[src/rtl/fft_bfp_pkg.sv]
// Shared definitions for the min-detect stream block: lane-width default,
// FSM state encoding and the lane-index width helper.
package fft_bfp_pkg;

   localparam int LZC_WIDTH_DEF = 5;

   typedef enum logic [0:0] {
      ST_IDLE  = 1'b0,
      ST_ACCUM = 1'b1
   } fsm_state_e;

   // Width of a lane index; a single lane still needs one bit to carry it.
   function automatic int lane_idx_w(input int num_in);
      return (num_in > 1) ? $clog2(num_in) : 1;
   endfunction

endpackage

[src/rtl/min_detect_stream_if.sv]
// Beat stream in, frame result out. The master drives beats; the slave is the
// detector that returns one result per frame.
interface min_detect_stream_if
   import fft_bfp_pkg::*;
#(
   parameter int LZC_WIDTH = LZC_WIDTH_DEF,
   parameter int NUM_IN    = 16,
   parameter int BEAT_W    = 8
);
   localparam int IDX_W = lane_idx_w(NUM_IN);

   logic                 in_valid;
   logic                 in_last;
   logic [LZC_WIDTH-1:0] min_in [0:NUM_IN-1];
   logic                 frame_valid;
   logic [LZC_WIDTH-1:0] frame_min;
   logic [IDX_W-1:0]     frame_lane;
   logic [BEAT_W-1:0]    frame_beat;
   logic                 frame_sat;

   modport master (
      output in_valid, in_last, min_in,
      input  frame_valid, frame_min, frame_lane, frame_beat, frame_sat
   );

   modport slave (
      input  in_valid, in_last, min_in,
      output frame_valid, frame_min, frame_lane, frame_beat, frame_sat
   );

endinterface

[src/rtl/min_idx_2in.sv]
// One compare-tree node: passes on the smaller value with its lane index;
// on equal values the lower lane index wins.
module min_idx_2in
   import fft_bfp_pkg::*;
#(
   parameter int VAL_W = LZC_WIDTH_DEF,
   parameter int IDX_W = 4
) (
   input  logic [VAL_W-1:0] i_a_val,
   input  logic [IDX_W-1:0] i_a_idx,
   input  logic [VAL_W-1:0] i_b_val,
   input  logic [IDX_W-1:0] i_b_idx,
   output logic [VAL_W-1:0] o_val,
   output logic [IDX_W-1:0] o_idx
);

   // Select operand b only when it is strictly better.
   always_comb begin
      if ((i_b_val < i_a_val) || ((i_b_val == i_a_val) && (i_b_idx < i_a_idx))) begin
         o_val = i_b_val;
         o_idx = i_b_idx;
      end else begin
         o_val = i_a_val;
         o_idx = i_a_idx;
      end
   end

endmodule

[src/rtl/min_detect_stream.sv]
// Per-frame minimum finder: input register, heap-ordered compare tree split by
// Stage A after level PIPE_LVL, then an IDLE/ACCUM frame accumulator.
module min_detect_stream
   import fft_bfp_pkg::*;
#(
   parameter int LZC_WIDTH = LZC_WIDTH_DEF,
   parameter int NUM_IN    = 16,
   parameter int PIPE_LVL  = 2,
   parameter int BEAT_W    = 8
) (
   input logic               clk,
   input logic               rstn,
   input logic               en,
   min_detect_stream_if.slave stream
);

   localparam int IDX_W = lane_idx_w(NUM_IN);
   localparam int NUM_A = NUM_IN >> PIPE_LVL;
   localparam logic [BEAT_W-1:0] BEAT_MAX = {BEAT_W{1'b1}};

   logic                 r_in_vld;
   logic                 r_in_last;
   logic [LZC_WIDTH-1:0] r_in_val [0:NUM_IN-1];

   // Heap numbering: node n has children 2n and 2n+1, leaves sit at NUM_IN + lane.
   logic [LZC_WIDTH-1:0] w_fv [NUM_A:2*NUM_IN-1];
   logic [IDX_W-1:0]     w_fi [NUM_A:2*NUM_IN-1];

   logic                 r_a_vld;
   logic                 r_a_last;
   logic [LZC_WIDTH-1:0] r_av [NUM_A:2*NUM_A-1];
   logic [IDX_W-1:0]     r_ai [NUM_A:2*NUM_A-1];

   logic [LZC_WIDTH-1:0] w_bv [1:2*NUM_A-1];
   logic [IDX_W-1:0]     w_bi [1:2*NUM_A-1];

   fsm_state_e           r_state;
   logic [LZC_WIDTH-1:0] r_acc_val;
   logic [IDX_W-1:0]     r_acc_lane;
   logic [BEAT_W-1:0]    r_acc_beat;
   logic [BEAT_W-1:0]    r_cnt;
   logic                 r_full;

   logic                 w_take;
   logic [LZC_WIDTH-1:0] w_new_val;
   logic [IDX_W-1:0]     w_new_lane;
   logic [BEAT_W-1:0]    w_new_beat;

   logic                 r_frame_valid;
   logic [LZC_WIDTH-1:0] r_frame_min;
   logic [IDX_W-1:0]     r_frame_lane;
   logic [BEAT_W-1:0]    r_frame_beat;
   logic                 r_frame_sat;

   genvar gi;
   generate
      for (gi = 0; gi < NUM_IN; gi++) begin : g_leaf
         assign w_fv[NUM_IN+gi] = r_in_val[gi];
         assign w_fi[NUM_IN+gi] = IDX_W'(gi);
      end
      for (gi = NUM_A; gi < NUM_IN; gi++) begin : g_front_node
         min_idx_2in #(.VAL_W(LZC_WIDTH), .IDX_W(IDX_W)) u_node (
            .i_a_val (w_fv[2*gi]),
            .i_a_idx (w_fi[2*gi]),
            .i_b_val (w_fv[2*gi+1]),
            .i_b_idx (w_fi[2*gi+1]),
            .o_val   (w_fv[gi]),
            .o_idx   (w_fi[gi])
         );
      end
      for (gi = NUM_A; gi < 2*NUM_A; gi++) begin : g_stage_a
         assign w_bv[gi] = r_av[gi];
         assign w_bi[gi] = r_ai[gi];
      end
      for (gi = 1; gi < NUM_A; gi++) begin : g_back_node
         min_idx_2in #(.VAL_W(LZC_WIDTH), .IDX_W(IDX_W)) u_node (
            .i_a_val (w_bv[2*gi]),
            .i_a_idx (w_bi[2*gi]),
            .i_b_val (w_bv[2*gi+1]),
            .i_b_idx (w_bi[2*gi+1]),
            .o_val   (w_bv[gi]),
            .o_idx   (w_bi[gi])
         );
      end
   endgenerate

   // Input capture and Stage A; a reset drops any beat in flight.
   always_ff @(posedge clk) begin
      if (!rstn) begin
         r_in_vld  <= 1'b0;
         r_in_last <= 1'b0;
         r_a_vld   <= 1'b0;
         r_a_last  <= 1'b0;
         for (int i = 0; i < NUM_IN; i++) r_in_val[i] <= '0;
         for (int k = NUM_A; k < 2*NUM_A; k++) begin
            r_av[k] <= '0;
            r_ai[k] <= '0;
         end
      end else if (en) begin
         r_in_vld  <= stream.in_valid;
         r_in_last <= stream.in_valid & stream.in_last;
         r_a_vld   <= r_in_vld;
         r_a_last  <= r_in_last;
         for (int i = 0; i < NUM_IN; i++) r_in_val[i] <= stream.min_in[i];
         for (int k = NUM_A; k < 2*NUM_A; k++) begin
            r_av[k] <= w_fv[k];
            r_ai[k] <= w_fi[k];
         end
      end
   end

   // Earlier beat keeps the win on a tie, so only a strictly smaller beat min replaces it.
   always_comb begin
      w_take = (w_bv[1] < r_acc_val);
      if (w_take) begin
         w_new_val  = w_bv[1];
         w_new_lane = w_bi[1];
         w_new_beat = r_cnt;
      end else begin
         w_new_val  = r_acc_val;
         w_new_lane = r_acc_lane;
         w_new_beat = r_acc_beat;
      end
   end

   // Frame FSM with accumulator and registered result outputs.
   always_ff @(posedge clk) begin
      if (!rstn) begin
         r_state       <= ST_IDLE;
         r_acc_val     <= '0;
         r_acc_lane    <= '0;
         r_acc_beat    <= '0;
         r_cnt         <= '0;
         r_full        <= 1'b0;
         r_frame_valid <= 1'b0;
         r_frame_min   <= '0;
         r_frame_lane  <= '0;
         r_frame_beat  <= '0;
         r_frame_sat   <= 1'b0;
      end else if (en) begin
         r_frame_valid <= 1'b0;
         case (r_state)
            ST_IDLE: begin
               if (r_a_vld && r_a_last) begin
                  r_frame_valid <= 1'b1;
                  r_frame_min   <= w_bv[1];
                  r_frame_lane  <= w_bi[1];
                  r_frame_beat  <= '0;
                  r_frame_sat   <= 1'b0;
               end else if (r_a_vld) begin
                  r_acc_val  <= w_bv[1];
                  r_acc_lane <= w_bi[1];
                  r_acc_beat <= '0;
                  r_cnt      <= BEAT_W'(1);
                  r_full     <= 1'b0;
                  r_state    <= ST_ACCUM;
               end
            end
            ST_ACCUM: begin
               if (r_a_vld && r_a_last) begin
                  r_frame_valid <= 1'b1;
                  r_frame_min   <= w_new_val;
                  r_frame_lane  <= w_new_lane;
                  r_frame_beat  <= w_new_beat;
                  r_frame_sat   <= r_full;
                  r_state       <= ST_IDLE;
               end else if (r_a_vld) begin
                  r_acc_val  <= w_new_val;
                  r_acc_lane <= w_new_lane;
                  r_acc_beat <= w_new_beat;
                  // r_full marks that beat number BEAT_MAX is used; any later beat overflows.
                  if (r_cnt == BEAT_MAX) begin
                     r_full <= 1'b1;
                  end else begin
                     r_cnt <= r_cnt + BEAT_W'(1);
                  end
               end
            end
            default: r_state <= ST_IDLE;
         endcase
      end
   end

   assign stream.frame_valid = r_frame_valid;
   assign stream.frame_min   = r_frame_min;
   assign stream.frame_lane  = r_frame_lane;
   assign stream.frame_beat  = r_frame_beat;
   assign stream.frame_sat   = r_frame_sat;

endmodule

[src/flat_wrapper.sv]
// flat-port wrapper written by rule: the top's interface ports become plain ports
module min_detect_stream_flat import fft_bfp_pkg::*;
#(
   parameter int LZC_WIDTH = LZC_WIDTH_DEF,
   parameter int NUM_IN    = 16,
   parameter int PIPE_LVL  = 2,
   parameter int BEAT_W    = 8
)
  (clk, rstn, en, stream_in_valid, stream_in_last, stream_min_in, stream_frame_valid, stream_frame_min, stream_frame_lane, stream_frame_beat, stream_frame_sat);
  min_detect_stream_if #(.LZC_WIDTH(LZC_WIDTH), .NUM_IN(NUM_IN), .BEAT_W(BEAT_W)) stream_i ();
  input logic clk;
  input logic rstn;
  input logic en;
  input wire logic [$bits(stream_i.in_valid)-1:0] stream_in_valid;
  input wire logic [$bits(stream_i.in_last)-1:0] stream_in_last;
  input wire logic [$bits(stream_i.min_in)-1:0] stream_min_in;
  output wire logic [$bits(stream_i.frame_valid)-1:0] stream_frame_valid;
  output wire logic [$bits(stream_i.frame_min)-1:0] stream_frame_min;
  output wire logic [$bits(stream_i.frame_lane)-1:0] stream_frame_lane;
  output wire logic [$bits(stream_i.frame_beat)-1:0] stream_frame_beat;
  output wire logic [$bits(stream_i.frame_sat)-1:0] stream_frame_sat;
  assign stream_i.in_valid = stream_in_valid;
  assign stream_i.in_last = stream_in_last;
  assign stream_i.min_in = {>>{stream_min_in}};
  assign stream_frame_valid = stream_i.frame_valid;
  assign stream_frame_min = stream_i.frame_min;
  assign stream_frame_lane = stream_i.frame_lane;
  assign stream_frame_beat = stream_i.frame_beat;
  assign stream_frame_sat = stream_i.frame_sat;
  min_detect_stream #(.LZC_WIDTH(LZC_WIDTH), .NUM_IN(NUM_IN), .PIPE_LVL(PIPE_LVL), .BEAT_W(BEAT_W)) u_core (.clk(clk), .rstn(rstn), .en(en), .stream(stream_i));
endmodule
[config.mk]
export PLATFORM = sky130hd
export DESIGN_NAME = min_detect_stream_flat
export DESIGN_NICKNAME = d
export VERILOG_FILES = /design/src/rtl/fft_bfp_pkg.sv /design/src/rtl/min_detect_stream_if.sv /design/src/rtl/min_idx_2in.sv /design/src/rtl/min_detect_stream.sv /design/src/flat_wrapper.sv
export SDC_FILE = /design/constraint.sdc
export NUM_CORES = 1
export LEC_CHECK = 0
export CAP_MARGIN = 30
export CORE_MARGIN = 1
export CORE_UTILIZATION = 50
export CTS_CLUSTER_SIZE = 28
export DETAILED_ROUTE_END_ITERATION = 6
export PLACE_DENSITY_LB_ADDON = 0.25
export SLEW_MARGIN = 20
export SYNTH_ARGS = -nofsm -noshare
export SYNTH_HDL_FRONTEND = slang
export SYNTH_SLANG_ARGS = --single-unit
[constraint.sdc]
create_clock -name clk -period 8.9 [get_ports clk]
set_clock_uncertainty 0.15 [all_clocks]
set_input_delay 1.335 -clock clk [delete_from_list [all_inputs] [get_ports clk]]
set_output_delay 1.335 -clock clk [all_outputs]
set_load 0.05 [all_outputs]
Word-level counts from Yosys, hierarchy flattened
Memory sizes are Yosys's and may differ from the RTL's.
Cells that the tools add are included.
Widths: inputs -> output; s select.
{ "totals": {"latch_bits": 0, "mem_bits_ro": 0, "ram_bits": 116, "mem_count": 3, "regBits": 50, "word_cells": 208, "input_bits": 85, "out_inout_bits": 19} }
{ "memory_table": {"columns": ["memory", "words", "width", "rd", "rd_ports_with_merged_regs", "write_ports", "line", "rtl"], "rows": [
  ["u_core.r_in_val", 16, 5, 16, 0, 16, "min_detect_stream.sv:23", "logic [LZC_WIDTH-1:0] r_in_val [0:NUM_IN-1];"],
  ["u_core.r_av", 4, 5, 4, 0, 4, "min_detect_stream.sv:31", "logic [LZC_WIDTH-1:0] r_av [NUM_A:2*NUM_A-1];"],
  ["u_core.r_ai", 4, 4, 4, 0, 4, "min_detect_stream.sv:32", "logic [IDX_W-1:0] r_ai [NUM_A:2*NUM_A-1];"]
]} }
{ "op_classes": {"n_div": 0, "multipliers": 0, "n_lt_le_gt_ge": 23, "n_reduce_logical": 19, "shifts": 0, "n_mux": 105, "n_addsub": 1, "n_bitwise": 26, "eq_ne": 16} }
{ "op_table": {"columns": ["cell", "n"], "rows": [
  ["$mux 5", 42],
  ["$mux 8", 12],
  ["$lt 5x5->1", 16],
  ["$mux 4", 14],
  ["$pmux 8 s2", 3],
  ["$eq 5x5->1", 7],
  ["$or 1x1->1", 24],
  ["$mux 1", 23],
  ["$lt 4x4->1", 5],
  ["$pmux 5 s2", 2],
  ["$pmux 4 s2", 2],
  ["$reduce_and 6->1", 2],
  ["$ne 2x2->1 const B", 5],
  ["$add 8x1->8 const B", 1],
  ["$eq 8x8->1 const B", 1],
  ["$logic_and 1x1->1", 8],
  ["$mux 2", 4],
  ["$logic_or 1x1->1", 7],
  ["$ne 2x1->1 const B", 3],
  ["$pmux 1 s2", 3],
  ["$reduce_and 5->1", 1],
  ["$lt 3x3->1", 1],
  ["$reduce_and 3->1", 1],
  ["$lt 2x1->1", 1],
  ["2 further kinds", 2]
]} }

Depth between registers and ports, before layout
Gate-level depths: netlist (run 1).
An unclocked memory read counts as a cell.
{ "depth": {"depth_word": 14, "ltp_mapped": 25, "mapped_depth_nobuf": 24} }

Modules after synthesis
A second synthesis (run 1) with hierarchy kept.
{ "unflattened": {"cells_unflattened": 1079, "area_unflattened_um2": 12449.4} }
{ "by_module_without_submodules": {"columns": ["mod", "n_inst", "area_each_um2", "cells_each"], "rows": [
  ["min_detect_stream", 1, 6800.3, 539],
  ["min_idx_2in", 15, 376.6, 36]
]} }

Least setup slack after synthesis (run 1)
No wires, ideal clock.
{ "synth_timing": {"path_kind": "reg2reg", "from": "register u_core.r_av[1][0] (netlist name)", "to": "register u_core.r_frame_lane[1] (netlist: u_core.stream.frame_lane[1])", "path_stages_with_launch": 24, "setup_ns": 0.126, "setup_slack_ns": 3.620, "arrival_time_ns": 5.004, "period_less_slack_ns": 5.280, "path_cell_list": "edfxtp_1 > ha_1 > or3b_1 > a211o_1 > nand2_1 > mux2_2 > ha_1 > nor2b_1 > o21a_1 > o211ai_1 > a21boi_0 > a31o_2 > nor2_1 > a21oi_1 > ha_1 > a21o_1 > a21o_1 > a21oi_1 > and2_1 > nand2b_1 > a31oi_4 > buf_4 > mux2i_1 > o21ai_1"} }
{ "synth_lines": {"columns": ["element", "line", "rtl"], "rows": [
  ["to (signal assigned)", "min_detect_stream.sv:147", "r_frame_lane <= w_bi[1];"],
  ["to (signal assigned)", "min_detect_stream.sv:163", "r_frame_lane <= w_new_lane;"],
  ["to (decl)", "min_detect_stream.sv:51", "logic [IDX_W-1:0] r_frame_lane;"]
]} }

==> results.cfg, run 1 <==
[timing]
grt_setup_unrepaired = false
max_freq_mhz = 166.5
period_share_pct = 67.50
holdWs_ns = 0.2936
tns_ns = 0
worstMarginPinSlew_ns = 0.8898
maxSlewHeadroom_pct = 40.60
period_needed_ns = 6.007
hold_viol = 0
drv_slew = 0
setup_slack_ns = 2.893
setup_violations = 0

[clocking]
cts.sinks = 159
cts.repair.resized = 0
clock_latency_ns = 0.42
cts_inserted_buffers = 17
clockRootBuffer = clkbuf_16
clkSlewWorstSetupHoldPaths_ns = 0.06
post_cts_buffers = 0
h-tree-depth = 4
clockBufferDepth = 2
hold_buffers = 0
cts_tree = done

[floorplanning]
initial_utilization_pct = 51.39
num_rows = 48
coreArea_sq_mm = 0.01736
die_height_um = 135.6
fp.dieArea_sq_mm = 0.01838
ios = 104
die_x_um = 135.6

[yosys]
ys_seq_elements = 159
synth_ff_type = edfxtp_1
ys_top_cells_by_area = edfxtp_1, dfxtp_1, ha_1
avgSynthCellArea_sq_um = 10.14
yosysWarnings = 0
synth_most_common_cell = edfxtp_1
synth_fp_nets = 1036
synth_cells = 880
yosys.area.top_type_share_pct = 36.70
synth-edff-count = 109
syn-cell-area_sq_mm = 0.008920
synthTopCellsByCount = edfxtp_1, ha_1, nand2_1, a21oi_1, inv_1
synth_top_area_cell = edfxtp_1
seq_area_frac_synth_pct = 47.92
async_reset_ff_share_pct = 0
synth_cell_types = 54

[global_routing]
grt_pass1_vias = 6283
grt_max_degree = 125
grt_pass1_wl_um = 28920
antenna_found_initial = 0
overflow = 0
grt_util_all_layers_pct = 19.82

[power_and_ir_drop]
ir_worst_vdd_uv = 194.4
leakagePower_uw = 0.004430
p_per_area_mw_per_mm2 = 232.5
finalPower_uw = 2494

[setup_path]
cp-start-kind = register
cp_num_buf_inv = 0
path_class = register to register
crit_family = compound AO/OA/AOI/OAI gates
crit_arrival_ns = 6.21
worstPathMaxFanout = 15
cpPeakStageDelay_ns = 0.45
path_cells = ha_1, nand4_1, o221ai_1, nand2_1, o21ai_0, ha_1, nor2b_1, o21a_1, o211ai_1, a21boi_0, a31o_2, a21oi_1, ha_1, a21o_1, a21o_1, a21oi_1, and2_1, nand2b_1, a31oi_4, nor2_4, mux2i_1
endpoint_kind = register
cp_common_cell = ha_1
cp_data_required_time_ns = 9.10
cp_slowest_cell = o221ai_1

[place]
dp_slack_ns = 2.945
globalplace.congestion = 0.8080
io_buffers = 103
dpl.hpwl_um = 12040

[detailed_routing]
antenna_left = 0
remaining_drc_errors = 0
dr.pass1.iters = 5
post_drt_wl_per_cell_um = 13.94
wl_um = 16890
avgViaCountPerCell = 5.447
drt_iter0_markers = 384
vias = 6602

[finish]
layout-drive-gt1-share_pct = 6.991
area_growth_pct = 20.25
num-nets-final = 1130
regArea_sq_mm = 0.004274
multi_input_area_sq_mm = 0.004267
diodes = 0
n_fill_cell = 1466

[min_path]
hp-class = register to register

[run]
cap_violations = 0

[run_status]
status = complete, no violations
[state kept, by name, indices dropped and copies added, names as in the netlist, named ones only]
name                       count
u_core.r_acc_beat              8
u_core.r_acc_lane              4
u_core.stream.frame_lane       4
u_core.stream.frame_beat       8
u_core.r_a_last                1
u_core.stream.frame_min        5
u_core.r_acc_val               5
u_core.r_in_val               80
u_core.r_av                   20
u_core.r_a_vld                 1
u_core.r_cnt                   8
u_core.stream.frame_sat        1
u_core.r_in_last               1
u_core.r_in_vld                1
u_core.r_full                  1
u_core.r_ai                    9
u_core.stream.frame_valid      1
[through the flow]
| step | instances | util [%] | area, sq um |
|---|---|---|---|
| CTS | 1210 | 61.54 | 10680 |
| detailed placement | 1178 | 58.32 | 10120 |
| global placement | 1176 | 58.26 | 10110 |
| global route | 1212 | 61.80 | 10730 |
| finish | 1212 | 61.80 | 10730 |
| floorplan | 880 | - | 8920 |
[layout make-up]
cell class | count | share of cell area, %
clock inverters | 7 | 0.5599
repair buffers | 110 | 10.19
clock buffers | 25 | 4.654
multi-input cells | 619 | 39.78
inverters | 67 | 2.345
well taps | 225 | 2.625
flip-flops and latches | 159 | 39.85
[path summary, 6_finish.rpt]
path | start | to | slack (ns) | cells after the start
setup / recovery | u_core.r_av[1][19] | u_core.r_acc_lane[1] | 2.89 | 21
hold / removal | u_core.stream.frame_beat[5] | u_core.stream.frame_beat[5] | 0.29 | 2
setup reg to reg | u_core.r_av[1][19] | u_core.r_acc_lane[1] | 2.89 | 21
hold reg to reg | u_core.stream.frame_beat[5] | u_core.stream.frame_beat[5] | 0.29 | 2
[layout by cell type, fill, tap and decap left out, types with 6 or more instances in the layout]
master,count
mux2i_1,33
and3_1,52
inv_1,66
clkbuf_16,18
o21ai_0,28
mux2_2,7
edfxtp_1,109
clkinv_2,6
o211ai_1,17
and2_1,36
ha_1,71
nand3_1,23
a21o_1,18
nor2_1,48
or2_2,13
a21oi_1,66
nand4_1,24
nor3_1,6
nand2_1,69
a211o_1,6
a211oi_1,14
clkdlybuf4s50_1,101
o21ai_1,16
nand2b_1,18
dfxtp_1,50
[worst min-delay path, delay by kind of cell, from the launching register on]
kind | cells | cell delay, ns
AOI/OAI and AO/OA | 1 | 0.05
DFF | 1 | 0.31
and+or+nand+nor | 1 | 0.05
[routing by layer]
layer / GRT usage, % / vias up / share of wire, %
met5: 0 / - / 0
met4: 5.993 / 0 / 1.1
met3: 3.292 / 14 / 3.5
met2: 32.82 / 143 / 47
met1: 26.47 / 3039 / 49
li1: - / 3406 / -
[cells by family after synthesis]
family | after synthesis | share of synthesized area, %
XOR/XNOR | 5 | 0.4909
AO/OA/AOI/OAI | 198 | 14.49
buffers and inverters | 102 | 4.390
adder cells (fa/ha/maj) | 71 | 9.959
flip-flops | 159 | 47.92
AND/OR/NAND/NOR | 304 | 18.01
multiplexers | 41 | 4.741
[power by group]
group          switching (uW)  internal (uW)  total, uW
sequential               26.4            853        879
combinational             545            377        922
clock                     276            416        692
(Power assumes the default switching activity.)
==> run 2, diff against run 1 <==
==> constraint.sdc (replaced) <==
create_clock -name clk -period 5.5 [get_ports clk]
set_clock_uncertainty 0.15 [all_clocks]
set_input_delay 0.825 -clock clk [delete_from_list [all_inputs] [get_ports clk]]
set_output_delay 0.825 -clock clk [all_outputs]
set_load 0.05 [all_outputs]
==> results.cfg, run 2 (synthesis results as in run 1) <==
[run_status]
status = complete, no violations

[place]
dpl.hpwl_um = 12370
globalplace.congestion = 0.8355
io_buffers = 103
placed_cell_area_sq_mm = 0.01018

[clocking]
clkSlewWorstSetupHoldPaths_ns = 0.06
cts_inserted_buffers = 17
clock_latency_ns = 0.43
cts_tree = done
clockBufferDepth = 2
clockRootBuffer = clkbuf_16
cts.sinks = 159
h-tree-depth = 4

[global_routing]
grt_pass1_vias = 6219
grt_util_all_layers_pct = 19.93
grt_max_degree = 66
overflow = 0
grt_pass1_wl_um = 28990
antenna_found_initial = 0

[power_and_ir_drop]
combPwrFrac_pct = 38.9
pwr-share-clk_pct = 27.1
p_per_area_mw_per_mm2 = 387.2
p_sw_share_pct = 34.02
ir_worst_vdd_uv = 256.4
switchingPower_uw = 1428
p_int_uw = 2770
p_seq_share_pct = 33.9
leakagePower_uw = 0.004489
finalPower_uw = 4198

[setup_path]
reg2reg_from = u_core.r_av[1][0]
cp-start-kind = register
critical_path.startpoint = u_core.r_av[1][0]
worstPathMaxFanout = 9
path_class = register to register
endpoint_kind = register
crit_arrival_ns = 5.48
cp_data_required_time_ns = 5.66
crit-reg2reg-capture = u_core.stream.frame_min[4]
timing.reg2reg.setup_slack_ns = 0.18
r2r_cells = 23

[finish]
top_register = u_core.r_in_val
mostFrequentLayoutCells = edfxtp_1, clkdlybuf4s50_1, ha_1
fin_util_pct = 62.46
diodes = 0
layout-drive-gt1-share_pct = 8.744
largest_register_ffs = 80
num-nets-final = 1138
n_fill_cell = 1448
area_growth_pct = 21.53
layout_commonest_cell = edfxtp_1
finalInstanceArea_sq_mm = 0.01084
reg.largest.list = u_core.r_in_val x80, u_core.r_av x20, u_core.r_ai x9

[detailed_routing]
remaining_drc_errors = 0
vias = 6673
avgViaCountPerCell = 5.470
antenna_left = 0
wl_um = 17360
dr.pass1.iters = 5
drt_iter0_markers = 457
post_drt_wl_per_cell_um = 14.23

[floorplanning]
num_rows = 48
die_x_um = 135.6
coreArea_sq_mm = 0.01736
die_height_um = 135.6
fp.dieArea_sq_mm = 0.01838
initial_utilization_pct = 51.39
ios = 104

[timing]
maxSlewHeadroom_pct = 40.88
worstMarginPinSlew_ns = 0.8855
period_needed_ns = 5.324
max_freq_mhz = 187.8
holdWs_ns = 0.2946
setup_violations = 0
period_share_pct = 96.80
tns_ns = 0
hold_viol = 0
drv_slew = 0

[min_path]
hp-class = register to register
hold_depth = 2
hold_path_end = u_core.stream.frame_min[3]
hp-start = u_core.stream.frame_min[3]

[run]
cap_violations = 0
-- run 2: timing repair --
item / 4_1_cts / 5_1_grt
pin swaps: 0 / 3
cloned: 0 / 1
buffers inserted: 0 / 1
setup endpoints to repair: 5 / 24
hold buffers: 0 / 0
gates resized for setup: 1 / 9
hold endpoints to repair: 0 / 0
-- run 2: how the worst max path moves through the flow --
| stage | slack [ns] | end | depth (start not counted) |
|---|---|---|---|
| 2_1_floorplan | 0.22 | u_core.stream.frame_lane[1] | 23 |
| 3_3_place_gp | 0.17 | u_core.r_acc_lane[1] | 22 |
| 3_5_place_dp | -0.008 | u_core.r_acc_lane[3] | 22 |
| 4_1_cts | 0.04 | u_core.r_acc_lane[3] | 22 |
| 5_1_grt | -0.08 | u_core.r_acc_val[3] | 22 |
| 6_report | 0.18 | u_core.stream.frame_min[4] | 23 |
-- run 2: worst max-delay path, cell delays in order, from the launching register on --
cell      delay (ns)
edfxtp_1        0.40
ha_1            0.29
or3b_1          0.33
a211o_1         0.32
nand2_2         0.17
nor2_1          0.06
a21oi_1         0.18
ha_1            0.28
nor2b_1         0.13
o21a_1          0.16
o211ai_1        0.33
nand2_2         0.14
a31o_4          0.28
nor2_1          0.15
a21oi_2         0.07
ha_1            0.31
a21o_1          0.11
a21o_1          0.12
a21oi_2         0.06
and2_4          0.14
nand2b_2        0.22
a31oi_4         0.44
mux2i_1         0.28
o21ai_1         0.07
-- run 2: power by group through the flow --
stage	Sequential, uW	Combinational, uW	Clock [uW]
6_report	1420	1630	1140
5_1_grt	1440	1810	1210
4_1_cts	1420	1530	1160
3_5_place_dp	1450	1520	0
3_3_place_gp	1440	1490	0
2_1_floorplan	1440	1180	0
-- run 2: layout make-up --
cell class	instances	area (sq um)	share of cell area, %
Clock buffer	24	535.5	4.940
Tap cell	225	281.5	2.597
Sequential cell	159	4274	39.43
Clock inverter	8	45.04	0.4155
Inverter	67	251.5	2.320
Multi-Input combinational cell	620	4307	39.73
Timing Repair Buffer	117	1146	10.57
-- run 2: routing by layer --
| layer | up-vias | GRT usage (%) | part of all wire (%) |
|---|---|---|---|
| li1 | 3427 | - | - |
| met1 | 3091 | 27.11 | 49 |
| met2 | 135 | 31.72 | 46 |
| met3 | 20 | 3.704 | 3.5 |
| met4 | 0 | 6.991 | 1.7 |
| met5 | - | 0 | 0 |
-- run 2: stage by stage --
stage,setup WS [ns],std cells
6_report,0.1762,1220
5_1_grt,-0.08315,1220
4_1_cts,0.04140,1217
3_5_place_dp,-0.008334,1185
3_3_place_gp,0.1705,1185
2_1_floorplan,0.2197,880
